--- config.mk ---
export PLATFORM = sky130hd
export DESIGN_NAME = move_input_conditioner
export DESIGN_NICKNAME = d
export VERILOG_FILES = /design/src/rtl/move_pkg.sv /design/src/rtl/key_conditioner.sv /design/src/rtl/move_input_conditioner.sv
export SDC_FILE = /design/constraint.sdc
export NUM_CORES = 1
export LEC_CHECK = 0
export ABC_AREA = 1
export CAP_MARGIN = 10
export CORE_MARGIN = 4
export CORE_UTILIZATION = 35
export CTS_CLUSTER_DIAMETER = 120
export DETAILED_ROUTE_END_ITERATION = 10
export GPL_TIMING_DRIVEN = 0
export PLACE_DENSITY = 0.65
export SLEW_MARGIN = 20
export SYNTH_ARGS = -nofsm -noshare
export SYNTH_HDL_FRONTEND = slang
export SYNTH_HIERARCHICAL = 1
export SYNTH_SLANG_ARGS = --single-unit
--- constraint.sdc ---
create_clock -name clk -period 3.3 [get_ports clk]
set_input_delay 0.99 -clock clk [delete_from_list [all_inputs] [get_ports clk]]
set_output_delay 0.99 -clock clk [all_outputs]
set_load 0.01 [all_outputs]
--- src/rtl/move_pkg.sv ---
// Shared types for the move input conditioner.
//   dir_e    : direction index; also the arbitration priority order (up wins)
//   NUM_DIRS : number of direction keys
//   max2     : helper used to size the shared repeat timer
package move_pkg;
  typedef enum logic [1:0] {DIR_UP, DIR_DOWN, DIR_LEFT, DIR_RIGHT} dir_e;

  localparam int NUM_DIRS = 4;

  function automatic int max2(input int a, input int b);
    return (a > b) ? a : b;
  endfunction
endpackage

--- src/rtl/key_conditioner.sv ---
// Conditions one raw direction key: 2-flop sync, debounce, press-edge
// detect and optional auto-repeat.
//   clk, reset : clock, async active-high reset
//   en         : 0 suppresses events and parks the repeat timer
//   key_i      : raw key level, asynchronous to clk
//   held_o     : debounced pressed level (1 = pressed)
//   event_o    : combinational candidate event (press or repeat)
module key_conditioner
  import move_pkg::*;
#(
  parameter int ACTIVE_LOW      = 1,
  parameter int DEBOUNCE_CYCLES = 16,
  parameter int REPEAT_DELAY    = 0,
  parameter int REPEAT_PERIOD   = 8
) (
  input  logic clk,
  input  logic reset,
  input  logic en,
  input  logic key_i,
  output logic held_o,
  output logic event_o
);
  localparam int DW = $clog2(DEBOUNCE_CYCLES + 1);
  localparam int TW = $clog2(max2(REPEAT_DELAY, REPEAT_PERIOD) + 1);
  localparam logic          REL    = (ACTIVE_LOW != 0);
  localparam logic [DW-1:0] DB_MAX = DW'(DEBOUNCE_CYCLES);
  localparam logic [TW-1:0] DLY    = TW'(REPEAT_DELAY);
  localparam logic [TW-1:0] PER    = TW'(REPEAT_PERIOD);

  logic          sync1_q, sync2_q;
  logic          held_q, held_d, hprev_q;
  logic [DW-1:0] db_cnt_q, db_cnt_d;
  logic          rep_act_q, rep_act_d, rep_per_q, rep_per_d;
  logic [TW-1:0] tmr_q, tmr_d;
  logic          pressed, rise, ev;

  assign pressed = sync2_q ^ REL;
  assign rise    = held_q & ~hprev_q;

  // Counter sits at DB_MAX for one cycle before the level flips, so it
  // never exceeds DB_MAX and needs no separate saturation check.
  always_comb begin
    held_d   = held_q;
    db_cnt_d = '0;
    if (db_cnt_q == DB_MAX)   held_d   = ~held_q;
    else if (pressed != held_q) db_cnt_d = db_cnt_q + DW'(1);
  end

  // Timer counts cycles since the last event; target is DLY before the
  // first repeat and PER afterwards. Released key or en=0 parks it.
  always_comb begin
    rep_act_d = rep_act_q;
    rep_per_d = rep_per_q;
    tmr_d     = tmr_q;
    ev        = 1'b0;
    if (!en || !held_q) begin
      rep_act_d = 1'b0;
      rep_per_d = 1'b0;
      tmr_d     = '0;
    end else if (rise) begin
      ev        = 1'b1;
      rep_act_d = (REPEAT_DELAY > 0);
      rep_per_d = 1'b0;
      tmr_d     = TW'(1);
    end else if (rep_act_q) begin
      if (tmr_q == (rep_per_q ? PER : DLY)) begin
        ev        = 1'b1;
        rep_per_d = 1'b1;
        tmr_d     = TW'(1);
      end else begin
        tmr_d = tmr_q + TW'(1);
      end
    end
  end

  always_ff @(posedge clk or posedge reset) begin
    if (reset) begin
      sync1_q   <= REL;
      sync2_q   <= REL;
      held_q    <= 1'b0;
      hprev_q   <= 1'b0;
      db_cnt_q  <= '0;
      rep_act_q <= 1'b0;
      rep_per_q <= 1'b0;
      tmr_q     <= '0;
    end else begin
      sync1_q   <= key_i;
      sync2_q   <= sync1_q;
      held_q    <= held_d;
      hprev_q   <= held_q;
      db_cnt_q  <= db_cnt_d;
      rep_act_q <= rep_act_d;
      rep_per_q <= rep_per_d;
      tmr_q     <= tmr_d;
    end
  end

  assign held_o  = held_q;
  assign event_o = ev;
endmodule

--- src/rtl/move_input_conditioner.sv ---
// Turns four raw bouncy direction keys into clean one-cycle move pulses,
// at most one direction per cycle (priority up > down > left > right).
//   clk, reset                     : clock, async active-high reset
//   en                             : 0 forces all pulses low
//   key_up/down/left/right         : raw keys, asynchronous
//   up/down/left/right             : registered one-cycle pulses
//   held                           : debounced levels {up,down,left,right}
module move_input_conditioner
  import move_pkg::*;
#(
  parameter int ACTIVE_LOW      = 1,
  parameter int DEBOUNCE_CYCLES = 16,
  parameter int REPEAT_DELAY    = 0,
  parameter int REPEAT_PERIOD   = 8
) (
  input  logic       clk,
  input  logic       reset,
  input  logic       en,
  input  logic       key_up,
  input  logic       key_down,
  input  logic       key_left,
  input  logic       key_right,
  output logic       up,
  output logic       down,
  output logic       left,
  output logic       right,
  output logic [3:0] held
);
  logic [NUM_DIRS-1:0] key_raw, held_v, ev_v, win, out_q;

  // Indexed by dir_e: bit 0 = up ... bit 3 = right.
  assign key_raw = {key_right, key_left, key_down, key_up};

  for (genvar k = 0; k < NUM_DIRS; k++) begin : g_key
    key_conditioner #(
      .ACTIVE_LOW     (ACTIVE_LOW),
      .DEBOUNCE_CYCLES(DEBOUNCE_CYCLES),
      .REPEAT_DELAY   (REPEAT_DELAY),
      .REPEAT_PERIOD  (REPEAT_PERIOD)
    ) u_key (
      .clk    (clk),
      .reset  (reset),
      .en     (en),
      .key_i  (key_raw[k]),
      .held_o (held_v[k]),
      .event_o(ev_v[k])
    );
  end

  // Fixed priority; losers are simply dropped.
  always_comb begin
    win = '0;
    if (ev_v[DIR_UP])         win[DIR_UP]    = 1'b1;
    else if (ev_v[DIR_DOWN])  win[DIR_DOWN]  = 1'b1;
    else if (ev_v[DIR_LEFT])  win[DIR_LEFT]  = 1'b1;
    else if (ev_v[DIR_RIGHT]) win[DIR_RIGHT] = 1'b1;
  end

  always_ff @(posedge clk or posedge reset) begin
    if (reset) out_q <= '0;
    else       out_q <= en ? win : '0;
  end

  assign up    = out_q[DIR_UP];
  assign down  = out_q[DIR_DOWN];
  assign left  = out_q[DIR_LEFT];
  assign right = out_q[DIR_RIGHT];
  assign held  = {held_v[DIR_UP], held_v[DIR_DOWN], held_v[DIR_LEFT], held_v[DIR_RIGHT]};
endmodule
==> key figures <==
Drt
  – WL/cell: 9.46 um
  – Routed Antenna Nets: 0
  – Post-DR vias/cell: 4.31
  – DRC viols: 0
  – Initial drt markers: 54
  – 1st-pass router iterations: 4
  – Vias: 1060
  – Post-Route WL: 2330 um

Power
  – Leakage: 0.000998 uW
  – Maximum vdd drop: 0.000137 V
  – Design Power: 1120 uW
  – Pwr dens: 544 nW/um2

Setup path
  – Worst Path Required: 2.31 ns
  – Worst-path fanout max: 5
  – CP max stage cell: clkdlybuf4s50_1
  – Critical path's largest stage delay: 0.58 ns
  – Critical path class: reg2out
  – Crit path arrival time: 1.32 ns
  – Worst-path cell chain: clkdlybuf4s50_1
  – Critical path buffers and inverters: 1
  – Critical Path Start Type: flip-flop
  – Setup crit end kind: output pin
  – Worst path top cell family by delay: buffers and inverters

Cells and area
  – Most common cell after layout, fill and taps aside: dfrtp_1
  – Layout cell share with drive strength beyond 1: 0.146
  – Most frequent cells in the layout: dfrtp_1, nor2_1, inv_1
  – Area growth, synth to finish: 21.6%
  – N_diodes: 0
  – Fin nets: 206
  – Fillers: 445
  – Non-filler instance count after layout: 246

Floorplan
  – Die Span X: 77.6 um
  – Ports: 15
  – Row count: 25
  – Starting density of the core: 0.361
  – Core area: 4690 um2
  – Die area: 6020 um2
  – Die height: 77.6 um

Timing
  – Fmax: 432 MHz
  – Post-layout minimum cycle time: 2.31 ns
  – Final Skew: 0.00525 ns
  – Final setup viols: 0
  – Worst Max-Slew Pin Slew: 0.340 ns
  – Max-slew headroom: 0.773
  – WHS: 0.357 ns
  – Setup TNS: 0 ns
  – RSZ-0062 raised after global routing: false
  – Final Hold Vio Count: 0
  – Crit share post-route: 0.701
  – Max-slew violation count: 0

Logic synthesis
  – Post-synthesis sequential area ratio: 0.597
  – Mapped Area: 1690 um2
  – Area contributors post-synth: dfrtp_1, dfstp_2, nor2_1
  – Syn_nets: 185
  – Gate Count Post-Synth: 170
  – Post-synth top area cell: dfrtp_1
  – Yosys top cell area share: 0.473
  – Synth cell types: 13
  – Syn avg cell area: 9.97 um2
  – Synth Register Bits: 40
  – Synthesis Warnings: 6

Place
  – Placed wire-length estimate: 1750 um
  – # port buffers: 14
  – GPL Wtd Cong: 0.738
  – Placed Cells incl. Taps: 238

GRT
  – Gr usage total: 0.0919
  – Number of global-route vias before repair: 1009
  – Largest net degree at the start of global routing: 14
  – Global-route wire length before repair: 4360 um
  – Initial antenna violation count: 0
  – Grt total ovfl: 0

CTS
  – Hold Buf Count CTS: 0
  – CTS Buf Count: 5
  – CTS Buffer Depth: 2
  – Root buf cell: clkbuf_8
  – CTS tree: built
  – CTS resizes: 0
  – Clk_lat worst skew: 0.28 ns
  – H-Tree Depth: 2
  – Setup repair bufs after CTS: 0
  – Clock-pin slew on the worst setup and hold paths: 0.08 ns
  – Clk sinks: 40

Outcome
  – Outcome: complete, no violations

Run
  – # Max-Cap Violations: 0

Min path
  – HP Class: reg2reg
-- through the flow --
| step | utilization | area, um2 | setup WS, ns |
|---|---|---|---|
| floorplan | - | 1690 | 1.87 |
| global placement | 0.405 | 1900 | 1.20 |
| detailed placement | 0.405 | 1900 | 1.22 |
| CTS | 0.439 | 2060 | 0.955 |
| global route | 0.439 | 2060 | 0.917 |
| finish | 0.439 | 2060 | 0.986 |
-- Yosys cell counts --
| cell | instances |
|---|---|
| dfrtp_1 | 32 |
| dfstp_2 | 8 |
| ha_1 | 8 |
| nor2_2 | 5 |
| nand4_1 | 3 |
| nand3_1 | 9 |
| xor2_1 | 1 |
| nand2_1 | 23 |
| nor2_1 | 31 |
| nand2_2 | 7 |
| xnor2_1 | 12 |
| inv_1 | 28 |
| o21bai_1 | 3 |
-- final cells by class --
| class | instances | area [um2] | share of cell area |
|---|---|---|---|
| Clock buffer | 5 | 68.8 | 0.0334 |
| Clock inverter | 3 | 90.1 | 0.0437 |
| Inverter | 28 | 105 | 0.0510 |
| Multi-Input combinational cell | 102 | 578 | 0.281 |
| Sequential cell | 40 | 1010 | 0.491 |
| Tap cell | 54 | 67.6 | 0.0328 |
| Timing Repair Buffer | 14 | 140 | 0.0680 |
-- routing by layer --
metal,track usage,wire length [um],vias up
met5,0,0,-
met4,0.0427,27,0
met3,0.0313,95,2
met2,0.137,1060,16
met1,0.120,1150,493
li1,-,-,549
-- power breakdown --
part | internal, uW | switching, uW
Combinational | 24.2 | 32.9
Sequential | 511 | 14.7
Clock | 378 | 161
-- final timing paths --
| path | slack, ns | from | to | cells past startpoint |
|---|---|---|---|---|
| setup reg to reg | 2.17 | g_key[2].u_key/db_cnt_q[0] | g_key[2].u_key/db_cnt_q[3] | 7 |
| hold / removal | 0.36 | g_key[2].u_key/sync1_q | g_key[2].u_key/sync2_q | 0 |
| hold reg to reg | 0.36 | g_key[2].u_key/sync1_q | g_key[2].u_key/sync2_q | 0 |
| min in group asynchronous | 1.02 | reset | out_q[0] | 2 |
| max in group asynchronous | 1.90 | reset | g_key[0].u_key/sync1_q | 2 |
| setup / recovery | 0.99 | g_key[3].u_key/held_o | held[0] | 1 |
-- flip-flops by register name, summed over array words and instances (netlist names) --
name                  count
g_key.u_key/db_cnt_q     20
g_key.u_key/held_o        4
g_key.u_key/hprev_q       4
g_key.u_key/sync1_q       4
g_key.u_key/sync2_q       4
out_q                     4
-- logic make-up (layout without fill, tap and decap cells) --
family                     Yosys count  in the layout  share of synthesized area
xor gates and xnor gates            13             13                     0.0672
adders and majority gates            8              8                     0.0591
and+or+nand+nor                     78             78                      0.202
buffers and inverters               28             50                     0.0620
DFF                                 40             40                      0.597
AOI/OAI and AO/OA                    3              3                     0.0133
No activity file was read; power rests on OpenSTA's default activity.
